$ cat config.mk
export PLATFORM = sky130hd
export DESIGN_NAME = dnn_mem_arbiter
export DESIGN_NICKNAME = d
export VERILOG_FILES = /design/src/rtl/dnn_mem_pkg.sv /design/src/rtl/dnn_tag_fifo.sv /design/src/rtl/dnn_mem_arbiter.sv
export SDC_FILE = /design/constraint.sdc
export NUM_CORES = 1
export LEC_CHECK = 0
export ABC_AREA = 0
export BUFFER_PORTS_ARGS = -buffer_cell sky130_fd_sc_hd__buf_4
export CORE_ASPECT_RATIO = 0.9
export CORE_MARGIN = 2
export CORE_UTILIZATION = 40
export CTS_BUF_LIST = sky130_fd_sc_hd__clkbuf_16
export CTS_CLUSTER_DIAMETER = 40
export DETAILED_ROUTE_END_ITERATION = 8
export PLACE_DENSITY = 0.71
export RECOVER_POWER = 25
export SLEW_MARGIN = 5
export SYNTH_ARGS = -nofsm -noshare
export SYNTH_HDL_FRONTEND = slang
export SYNTH_HIERARCHICAL = 1
export SYNTH_SLANG_ARGS = --single-unit
$ cat constraint.sdc
create_clock -name clk -period 4.65 [get_ports clk]
set_input_delay 0 -clock clk [delete_from_list [all_inputs] [get_ports clk]]
set_output_delay 0 -clock clk [all_outputs]
set_load 0.01 [all_outputs]
$ cat src/rtl/dnn_mem_pkg.sv
// Shared types and defaults for the DNN SDRAM arbiter slice.
package dnn_mem_pkg;

    localparam int unsigned AW_DEF = 32;
    localparam int unsigned DW_DEF = 32;

    typedef enum logic {
        IDLE  = 1'b0,
        GRANT = 1'b1
    } arb_state_t;

    // Tag width for n requesters; never narrower than one bit.
    function automatic int unsigned tag_width(input int unsigned n);
        return (n <= 2) ? 1 : $clog2(n);
    endfunction

endpackage

$ cat src/rtl/dnn_tag_fifo.sv
// In-order tag FIFO recording which requester owns each outstanding read.
module dnn_tag_fifo #(
    parameter  int unsigned W     = 1,
    parameter  int unsigned DEPTH = 8,
    localparam int unsigned PW    = $clog2(DEPTH),
    localparam int unsigned CW    = PW + 1
) (
    input  logic          clk,
    input  logic          rst,
    input  logic          push_i,
    input  logic [W-1:0]  push_data_i,
    input  logic          pop_i,
    output logic [W-1:0]  head_o,
    output logic          full_o,
    output logic          empty_o,
    output logic [CW-1:0] count_o
);

    logic [W-1:0]  mem_q [DEPTH];
    logic [PW-1:0] wr_ptr_q;
    logic [PW-1:0] rd_ptr_q;
    logic [CW-1:0] count_q;
    logic          do_push;
    logic          do_pop;

    assign full_o  = (count_q == CW'(DEPTH));
    assign empty_o = (count_q == '0);
    assign count_o = count_q;
    assign head_o  = mem_q[rd_ptr_q];

    assign do_push = push_i && !full_o;
    assign do_pop  = pop_i && !empty_o;

    always_ff @(posedge clk) begin
        if (rst) begin
            wr_ptr_q <= '0;
            rd_ptr_q <= '0;
            count_q  <= '0;
        end else begin
            if (do_push) begin
                wr_ptr_q <= wr_ptr_q + PW'(1);
            end
            if (do_pop) begin
                rd_ptr_q <= rd_ptr_q + PW'(1);
            end
            if (do_push && !do_pop) begin
                count_q <= count_q + CW'(1);
            end else if (do_pop && !do_push) begin
                count_q <= count_q - CW'(1);
            end
        end
    end

    // Storage needs no reset: validity is tracked by the pointers.
    always_ff @(posedge clk) begin
        if (do_push) begin
            mem_q[wr_ptr_q] <= push_data_i;
        end
    end

endmodule

$ cat src/rtl/dnn_mem_arbiter.sv
// Round-robin arbiter sharing one Avalon-MM SDRAM master among NREQ requesters,
// with in-order read-response routing via a tag FIFO.
module dnn_mem_arbiter
    import dnn_mem_pkg::*;
#(
    parameter int unsigned NREQ    = 2,
    parameter int unsigned AW      = AW_DEF,
    parameter int unsigned DW      = DW_DEF,
    parameter int unsigned MAX_OUT = 8
) (
    input  logic                 clk,
    input  logic                 rst,
    input  logic [NREQ*AW-1:0]   req_address,
    input  logic [NREQ-1:0]      req_read,
    input  logic [NREQ-1:0]      req_write,
    input  logic [NREQ*DW-1:0]   req_writedata,
    output logic [NREQ-1:0]      req_waitrequest,
    output logic [DW-1:0]        req_readdata,
    output logic [NREQ-1:0]      req_readdatavalid,
    input  logic                 master_waitrequest,
    output logic [AW-1:0]        master_address,
    output logic                 master_read,
    output logic                 master_write,
    output logic [DW-1:0]        master_writedata,
    input  logic [DW-1:0]        master_readdata,
    input  logic                 master_readdatavalid,
    output logic                 rsp_orphan
);

    localparam int unsigned TW = tag_width(NREQ);
    localparam int unsigned SW = TW + 1;
    localparam int unsigned CW = $clog2(MAX_OUT) + 1;

    arb_state_t      state_q, state_d;
    logic [TW-1:0]   gnt_q, gnt_d;
    logic [TW-1:0]   rr_q, rr_d;
    logic [AW-1:0]   addr_q, addr_d;
    logic [DW-1:0]   wdata_q, wdata_d;
    logic            mrd_q, mrd_d;
    logic            mwr_q, mwr_d;
    logic [NREQ-1:0] rdv_q, rdv_d;
    logic [DW-1:0]   rdata_q, rdata_d;
    logic            orphan_q, orphan_d;

    logic [AW-1:0]   req_addr_a  [NREQ];
    logic [DW-1:0]   req_wdata_a [NREQ];
    logic [NREQ-1:0] eligible_c;
    logic            pick_valid_c;
    logic [TW-1:0]   pick_idx_c;
    logic [TW-1:0]   cand_c;
    logic            accept_c;

    logic            fifo_push;
    logic            fifo_pop;
    logic [TW-1:0]   fifo_head;
    logic            fifo_full;
    logic            fifo_empty;
    logic [CW-1:0]   tag_count_unused;

    // (base + k) mod NREQ without a divider.
    function automatic logic [TW-1:0] wrap_add(input logic [TW-1:0] base, input int unsigned k);
        logic [SW-1:0] s;
        s = {1'b0, base} + SW'(k);
        if (s >= SW'(NREQ)) begin
            s = s - SW'(NREQ);
        end
        return s[TW-1:0];
    endfunction

    for (genvar g = 0; g < NREQ; g++) begin : g_unpack
        assign req_addr_a[g]  = req_address[g*AW +: AW];
        assign req_wdata_a[g] = req_writedata[g*DW +: DW];
    end

    // A read+write request is treated as a read, so it must respect the FIFO limit.
    always_comb begin
        eligible_c = '0;
        for (int unsigned i = 0; i < NREQ; i++) begin
            eligible_c[i] = req_read[i] ? !fifo_full : req_write[i];
        end
    end

    // First eligible requester at or after the round-robin pointer.
    always_comb begin
        pick_valid_c = 1'b0;
        pick_idx_c   = '0;
        cand_c       = '0;
        for (int unsigned k = 0; k < NREQ; k++) begin
            cand_c = wrap_add(rr_q, k);
            if (!pick_valid_c && eligible_c[cand_c]) begin
                pick_valid_c = 1'b1;
                pick_idx_c   = cand_c;
            end
        end
    end

    assign accept_c  = (state_q == GRANT) && !master_waitrequest;
    assign fifo_push = accept_c && mrd_q;
    assign fifo_pop  = master_readdatavalid && !fifo_empty;

    always_ff @(posedge clk) begin
        if (rst) begin
            state_q  <= IDLE;
            gnt_q    <= '0;
            rr_q     <= '0;
            addr_q   <= '0;
            wdata_q  <= '0;
            mrd_q    <= 1'b0;
            mwr_q    <= 1'b0;
            rdv_q    <= '0;
            rdata_q  <= '0;
            orphan_q <= 1'b0;
        end else begin
            state_q  <= state_d;
            gnt_q    <= gnt_d;
            rr_q     <= rr_d;
            addr_q   <= addr_d;
            wdata_q  <= wdata_d;
            mrd_q    <= mrd_d;
            mwr_q    <= mwr_d;
            rdv_q    <= rdv_d;
            rdata_q  <= rdata_d;
            orphan_q <= orphan_d;
        end
    end

    always_comb begin
        state_d  = state_q;
        gnt_d    = gnt_q;
        rr_d     = rr_q;
        addr_d   = addr_q;
        wdata_d  = wdata_q;
        mrd_d    = mrd_q;
        mwr_d    = mwr_q;
        rdv_d    = '0;
        rdata_d  = rdata_q;
        orphan_d = orphan_q;

        case (state_q)
            IDLE: begin
                if (pick_valid_c) begin
                    state_d = GRANT;
                    gnt_d   = pick_idx_c;
                    addr_d  = req_addr_a[pick_idx_c];
                    wdata_d = req_wdata_a[pick_idx_c];
                    mrd_d   = req_read[pick_idx_c];
                    mwr_d   = req_write[pick_idx_c] && !req_read[pick_idx_c];
                end
            end
            GRANT: begin
                if (!master_waitrequest) begin
                    state_d = IDLE;
                    rr_d    = wrap_add(gnt_q, 1);
                    mrd_d   = 1'b0;
                    mwr_d   = 1'b0;
                end
            end
            default: state_d = IDLE;
        endcase

        // Response routing: data with no owner is dropped and flagged.
        if (master_readdatavalid) begin
            if (fifo_empty) begin
                orphan_d = 1'b1;
            end else begin
                rdv_d[fifo_head] = 1'b1;
                rdata_d          = master_readdata;
            end
        end
    end

    always_comb begin
        req_waitrequest = '1;
        if (accept_c) begin
            req_waitrequest[gnt_q] = 1'b0;
        end
    end

    assign master_address    = addr_q;
    assign master_writedata  = wdata_q;
    assign master_read       = mrd_q;
    assign master_write      = mwr_q;
    assign req_readdatavalid = rdv_q;
    assign req_readdata      = rdata_q;
    assign rsp_orphan        = orphan_q;

    dnn_tag_fifo #(
        .W     (TW),
        .DEPTH (MAX_OUT)
    ) u_tag_fifo (
        .clk         (clk),
        .rst         (rst),
        .push_i      (fifo_push),
        .push_data_i (gnt_q),
        .pop_i       (fifo_pop),
        .head_o      (fifo_head),
        .full_o      (fifo_full),
        .empty_o     (fifo_empty),
        .count_o     (tag_count_unused)
    );

endmodule
**Word level (Yosys, flattened, before mapping)**

Memory sizes are Yosys's and may differ from the RTL's. A register that Yosys moved wholly into a read port is not among the register bits.
Index checks and enable logic that the tools add are counted.

- Add/sub/neg operators: 9
- Magnitude comparators: 11
- Eq/ne operators: 3
- Muxes and demuxes: 42
- Bitwise logic cells: 6
- Reductions and logical operators: 26

Operators by type and width:

| operator | count |
|---|---|
| $mux 32 | 6 |
| $mux 1 | 26 |
| $logic_and 1x1->1 | 11 |
| $lt 1x2->1 const B | 5 |
| $reduce_and 2->1 | 5 |
| $mux 4 | 2 |
| $logic_not 1->1 | 7 |
| $add 3x1->3 const B | 2 |
| $ge 2x2->1 const B | 3 |
| $mux 3 | 2 |
| $pmux 1 s2 | 3 |
| $add 1x1->2 const B | 2 |
| $add 4x1->4 const B | 1 |
| $eq 4x4->1 const B | 1 |
| $logic_not 4->1 | 1 |
| $ne 2x2->1 const B | 2 |
| $not 1->1 | 4 |
| $sub 4x1->4 const B | 1 |
| $reduce_or 3->1 | 1 |
| $sub 1x1->1 const B | 3 |
| $demux 1 s1 | 2 |
| $ge 1x1->1 const B | 2 |
| $ge 1x2->1 const B | 1 |
| $mux 2 | 1 |
| other kinds (3) | 3 |

- Flip-flop bits (word level): 114
- Memory bits (writable): 8
- Input bits: 168
- Output and inout bits: 103
- Word-level logic and storage cells: 111
- Memories: 1

Memory list:

| name | depth | bits a word | rd ports | clocked after memory_dff | wr ports | RTL line | source |
|---|---|---|---|---|---|---|---|
| u_tag_fifo.mem_q | 8 | 1 | 1 | 1 | 1 | dnn_tag_fifo.sv:19 | `logic [W-1:0] mem_q [DEPTH];` |

**Longest topological paths before layout**

- Depth after elaboration: 15
- Gate-level depth with buffers: 13
- Depth with buffers taken out: 11

**Modules after synthesis**

The synthesis kept the hierarchy.

Modules (own cells, without submodules):

| module | instances | cells an instance | area an instance (µm²) | seq. area each (µm²) |
|---|---|---|---|---|
| dnn_mem_arbiter | 1 | 558 | 4,513.1 | 2,082.0 |
| dnn_tag_fifo | 1 | 84 | 979.7 | 500.5 |

**Least setup slack after synthesis**

OpenSTA, ideal clock, no wires.

- Kind: register -> register
- Start point: register u_tag_fifo.count_q[1] (netlist: u_tag_fifo/count_o[1])
- End point: register u_tag_fifo.count_q[3] (netlist: u_tag_fifo/count_o[3])
- Setup time: 123 ps
- Arrival time: 2,817 ps
- Required time: 4,527 ps
- Setup slack: 1,710 ps
- Stages on the path, launching flop included: 14
- Path buffers: 2
- Period minus slack after synthesis: 2,940 ps
- Cells stage by stage: dfxtp_1 > nor4_1 > nand2b_1 > clkbuf_1 > inv_1 > buf_1 > o41ai_4 > ha_1 > inv_1 > ha_1 > a21oi_1 > a211oi_1 > a31oi_1 > mux2_1

- Cells in the longest elaborated chain, start to end: 7
- Elaborated cells on any way between the ends: 16
- Classes of those cells: add/sub (2); eq/ne (1); mux (2); reduce/logical (11)

Ends and longest elaborated chain:

| item | RTL line | source |
|---|---|---|
| from (decl) | dnn_tag_fifo.sv:22 | `logic [CW-1:0] count_q;` |
| from (signal assigned) | dnn_tag_fifo.sv:47 | `count_q <= count_q + CW'(1);` |
| from (signal assigned) | dnn_tag_fifo.sv:49 | `count_q <= count_q - CW'(1);` |
| $logic_not 4->1 * | dnn_tag_fifo.sv:27 | `assign empty_o = (count_q == '0);` |
| named net fifo_empty | dnn_mem_arbiter.sv:57 | `logic fifo_empty;` |
| $logic_not 1->1 * | dnn_mem_arbiter.sv:99 | `assign fifo_pop = master_readdatavalid && !fifo_empty;` |
| $logic_and 1x1->1 * | dnn_mem_arbiter.sv:99 |  |
| named net fifo_pop | dnn_mem_arbiter.sv:54 | `logic fifo_pop;` |
| $logic_and 1x1->1 * | dnn_tag_fifo.sv:32 | `assign do_pop = pop_i && !empty_o;` |
| $logic_not 1->1 | dnn_tag_fifo.sv:46 | `if (do_push && !do_pop) begin` |
| $logic_and 1x1->1 | dnn_tag_fifo.sv:46 |  |
| $mux 4 / $reduce_bool 2->1 (equally long branches) | -- |  |

The timed path passes the listed nets; every way through them passes the cells marked *. The select of a mux whose other input is x is not followed.
A chain may end at the register's enable or synchronous reset.

**Final worst setup path**

- Start point: register u_tag_fifo.count_q[0] (netlist: u_tag_fifo/count_o[0])
- End point: register wdata_q[27] (netlist: master_writedata[27])

- Cells in the longest elaborated chain, start to end: 13
- Elaborated cells on any way between the ends: 19
- Classes of those cells: eq/ne (1); mux (13); bitwise (1); reduce/logical (4)

Ends and longest elaborated chain:

| item | RTL line | source |
|---|---|---|
| $eq 4x4->1 * | dnn_tag_fifo.sv:26 | `assign full_o = (count_q == CW'(DEPTH));` |
| named net fifo_full | dnn_mem_arbiter.sv:56 | `logic fifo_full;` |
| $logic_not 1->1 * | dnn_mem_arbiter.sv:79 | `eligible_c[i] = req_read[i] ? !fifo_full : req_write[i];` |
| $mux 1 | dnn_mem_arbiter.sv:79 |  |
| $mux 1 (implied by the code) (2 in series) | dnn_mem_arbiter.sv:90 | `if (!pick_valid_c && eligible_c[cand_c]) begin` |
| $mux 1 | dnn_mem_arbiter.sv:90 |  |
| $logic_not 1->1 | dnn_mem_arbiter.sv:90 |  |
| $logic_and 1x1->1 | dnn_mem_arbiter.sv:90 |  |
| $mux 1 | dnn_mem_arbiter.sv:90 |  |
| $not 1->2 (implied by the code) | dnn_mem_arbiter.sv:145 | `wdata_d = req_wdata_a[pick_idx_c];` |
| $mux 32 (implied by the code) (3 in series) | dnn_mem_arbiter.sv:145 |  |
| to (signal assigned) | dnn_mem_arbiter.sv:118 | `wdata_q <= wdata_d;` |
| to (decl) | dnn_mem_arbiter.sv:38 | `logic [DW-1:0] wdata_q, wdata_d;` |

Marks and branches as above.

==> key figures <==
Logic synthesis
  • Avg Cell Area, Syn: 8.56 µm²
  • Ys Warns: 6
  • Number of synthesized flops with an enable pin: 8
  • Yosys top cell area share: 42.6%
  • Area leader, netlist: dfxtp_1
  • Mapped Area: 0.00549 mm²
  • Yosys reg bits: 125
  • Seq/Total Area, Yosys: 47.0%
  • Synth unique cells: 46
  • Async S/R FF share, synth: 0%
  • Synth Net Count: 816
  • Cells after Synth: 642
  • Post-synth top flop: dfxtp_1
  • Synth area leaders: dfxtp_1, a311oi_1, nand3_1

Clock network
  • CTS Buffer Depth: 2
  • Gates resized, CTS repair: 0
  • Root Buffer: clkbuf_16
  • CTS buffer count: 17
  • Clk sinks: 125
  • H-tree depth: 4
  • Clk_lat worst skew: 0.42 ns
  • Clock transition at path regs: 0.06 ns
  • Number of buffers added for setup after CTS: 0
  • CTS Hold Bufs: 163
  • TritonCTS clock tree: done

Global route
  • Busiest grt layer: met2
  • Number of global-route vias before repair: 6494
  • Total track usage: 27.1%
  • Largest net degree at the start of global routing: 119
  • First-pass GRT wire length: 31600 µm
  • Met3 usage in global routing: 9.07%
  • Met2 Resource Use GR: 45.5%
  • Gr ovfl total: 0
  • Initial antenna violation count: 0
  • GR Util met1: 30.8%

Place
  • Port Buffer Count: 270
  • Detail Placement HPWL: 11500 µm
  • Final weighted congestion in routability-driven placement: 0.838
  • Placed cell areas: 0.00747 mm²

Setup path
  • Worst setup path class: reg2reg
  • CP required: 5.01 ns
  • CP Data Arrival Time: 3.92 ns
  • Critical Path Sink Type: register
  • Worst-path fanout max: 84
  • R2R depth: 8
  • Reg2Reg Setup Slack: 1.09 ns
  • Startpoint types: register

Final layout
  • Layout area overhead: 73.2%
  • Commonest non-fill, non-tap cells in the layout: buf_4, dlygate4sd3_1, dfxtp_1, nor2_1, nand2_1
  • Final nets: 1210
  • Final instance area: 0.00952 mm²
  • Most common cell after layout, fill and taps aside: buf_4
  • Fin util: 71.2%
  • Share of cells above drive strength 1: 25.6%
  • Layout fillers: 990
  • Diodes inserted: 0

Timing
  • Period minus WS final: 3.56 ns
  • Worst slew margin: 15.7%
  • Post-Route Setup TNS: 0 ns
  • Slew @ Worst Pin: 1.26 ns
  • Worst hold slack: 0.0538 ns
  • FMAX: 281 MHz
  • Fin. max-slew vios: 0
  • RSZ-0062 raised after global routing: no
  • Final setup skew: 0.00897 ns
  • Final Cycle Share: 76.6%
  • Final Hold Viols: 0
  • Final count of negative-setup-slack endpoints: 0

Pwr
  • VDD IR max: 0.000233 V
  • Pleak: 0.00400 µW
  • PwrDens: 371 mW/mm²

Routing
  • WL final: 20700 µm
  • Pre-antenna DRT Iters: 5
  • Vias per inst: 5.42
  • Initial DRC count: 414
  • Drt wl/cell: 17.0 µm
  • Post-route ant nets: 0
  • Via count: 6599
  • DRC: 0

Floorplanning
  • FP Rows: 40
  • I/O pins: 271
  • Die X: 128 µm
  • Die ar.: 0.0147 mm²
  • Core box area: 0.0134 mm²
  • Initial Utilization: 41.1%
  • Die Y: 115 µm

Status
  • Status: finished, final reports clean

Run
  • Max-cap violations: 0

Min path
  • WHS Path Cells: 4
  • Hold Path Class: in2reg
-- power by group --
group | internal [µW] | leakage, µW | switching (µW) | total [µW]
sequential | 1190 | 0.00103 | 72.9 | 1270
combinational | 447 | 0.00267 | 451 | 898
clock | 885 | 0.000300 | 479 | 1360
total | 2520 | 0.00400 | 1000 | 3530
-- sequential cells by signal, summed over array words and instances, names as in the netlist, named ones only --
name,cells
state_q,1
u_tag_fifo/count_o,4
gnt_q,1
rr_q,1
req_readdatavalid,2
master_writedata,32
master_read,1
req_readdata,32
master_address,32
u_tag_fifo/rd_ptr_q,3
u_tag_fifo/mem_q,8
master_write,1
u_tag_fifo/wr_ptr_q,3
rsp_orphan,1
-- worst paths after layout --
| path | endpoint | from |
|---|---|---|
| min reg2reg | req_readdata[14]$_SDFFE_PP0P_ | req_readdata[14]$_SDFFE_PP0P_ |
| max | master_writedata[27]$_SDFFE_PP0P_ | u_tag_fifo/count_o[0]$_SDFFE_PP0P_ |
| max reg2reg | master_writedata[27]$_SDFFE_PP0P_ | u_tag_fifo/count_o[0]$_SDFFE_PP0P_ |
| min | master_write$_SDFFE_PP0P_ | req_read[1] |
-- worst max-delay path: stages, from the launching register on --
cell	delay, ns
dfxtp_1	0.51
or4b_4	0.24
inv_1	0.08
o21bai_1	0.23
a31oi_4	1.03
buf_12	0.41
nor2_1	0.09
a311oi_1	0.27
dlygate4sd3_1	0.61
-- cell families after synthesis --
kind of cell	count (synthesis)	share of synthesized area (%)
XOR/XNOR	6	1.09
multiplexers	6	1.59
AND/OR/NAND/NOR	251	20.6
AO/OA/AOI/OAI	181	21.9
adder cells (fa/ha/maj)	6	1.50
buffers and inverters	67	6.33
flip-flops	125	47.0
-- cell usage after synthesis, types with 10 or more instances --
| master | instances |
|---|---|
| buf_4 | 21 |
| nand2_1 | 69 |
| buf_2 | 12 |
| clkbuf_1 | 19 |
| a21oi_1 | 39 |
| nand3_1 | 66 |
| nor2_1 | 83 |
| buf_1 | 10 |
| dfxtp_1 | 117 |
| o21ai_0 | 27 |
| o21ai_1 | 39 |
| a311oi_1 | 64 |
-- per-stage QoR --
stage	power (µW)	instances	setup WS, ns
5_1_grt	3690	1217	0.835
3_5_place_dp	2030	1022	1.24
2_1_floorplan	1690	642	1.71
6_report	3530	1217	1.09
3_3_place_gp	2010	1022	1.41
4_1_cts	3550	1217	1.13
-- layout make-up --
type / count / area [µm²] / share of cell area (%)
clock buffers: 17 / 425 / 4.47
inverters: 5 / 21.3 / 0.224
clock inverters: 15 / 179 / 1.88
repair buffers: 437 / 3510 / 36.9
flip-flops and latches: 125 / 2580 / 27.1
multi-input cells: 450 / 2590 / 27.2
well taps: 168 / 210 / 2.21
-- per-layer routing --
layer	wire length (µm)	vias to the layer above
li1	-	3097
met1	8030	3066
met2	9960	369
met3	1850	67
met4	826	0
met5	0	-
Power figures use the tool's default switching activity.
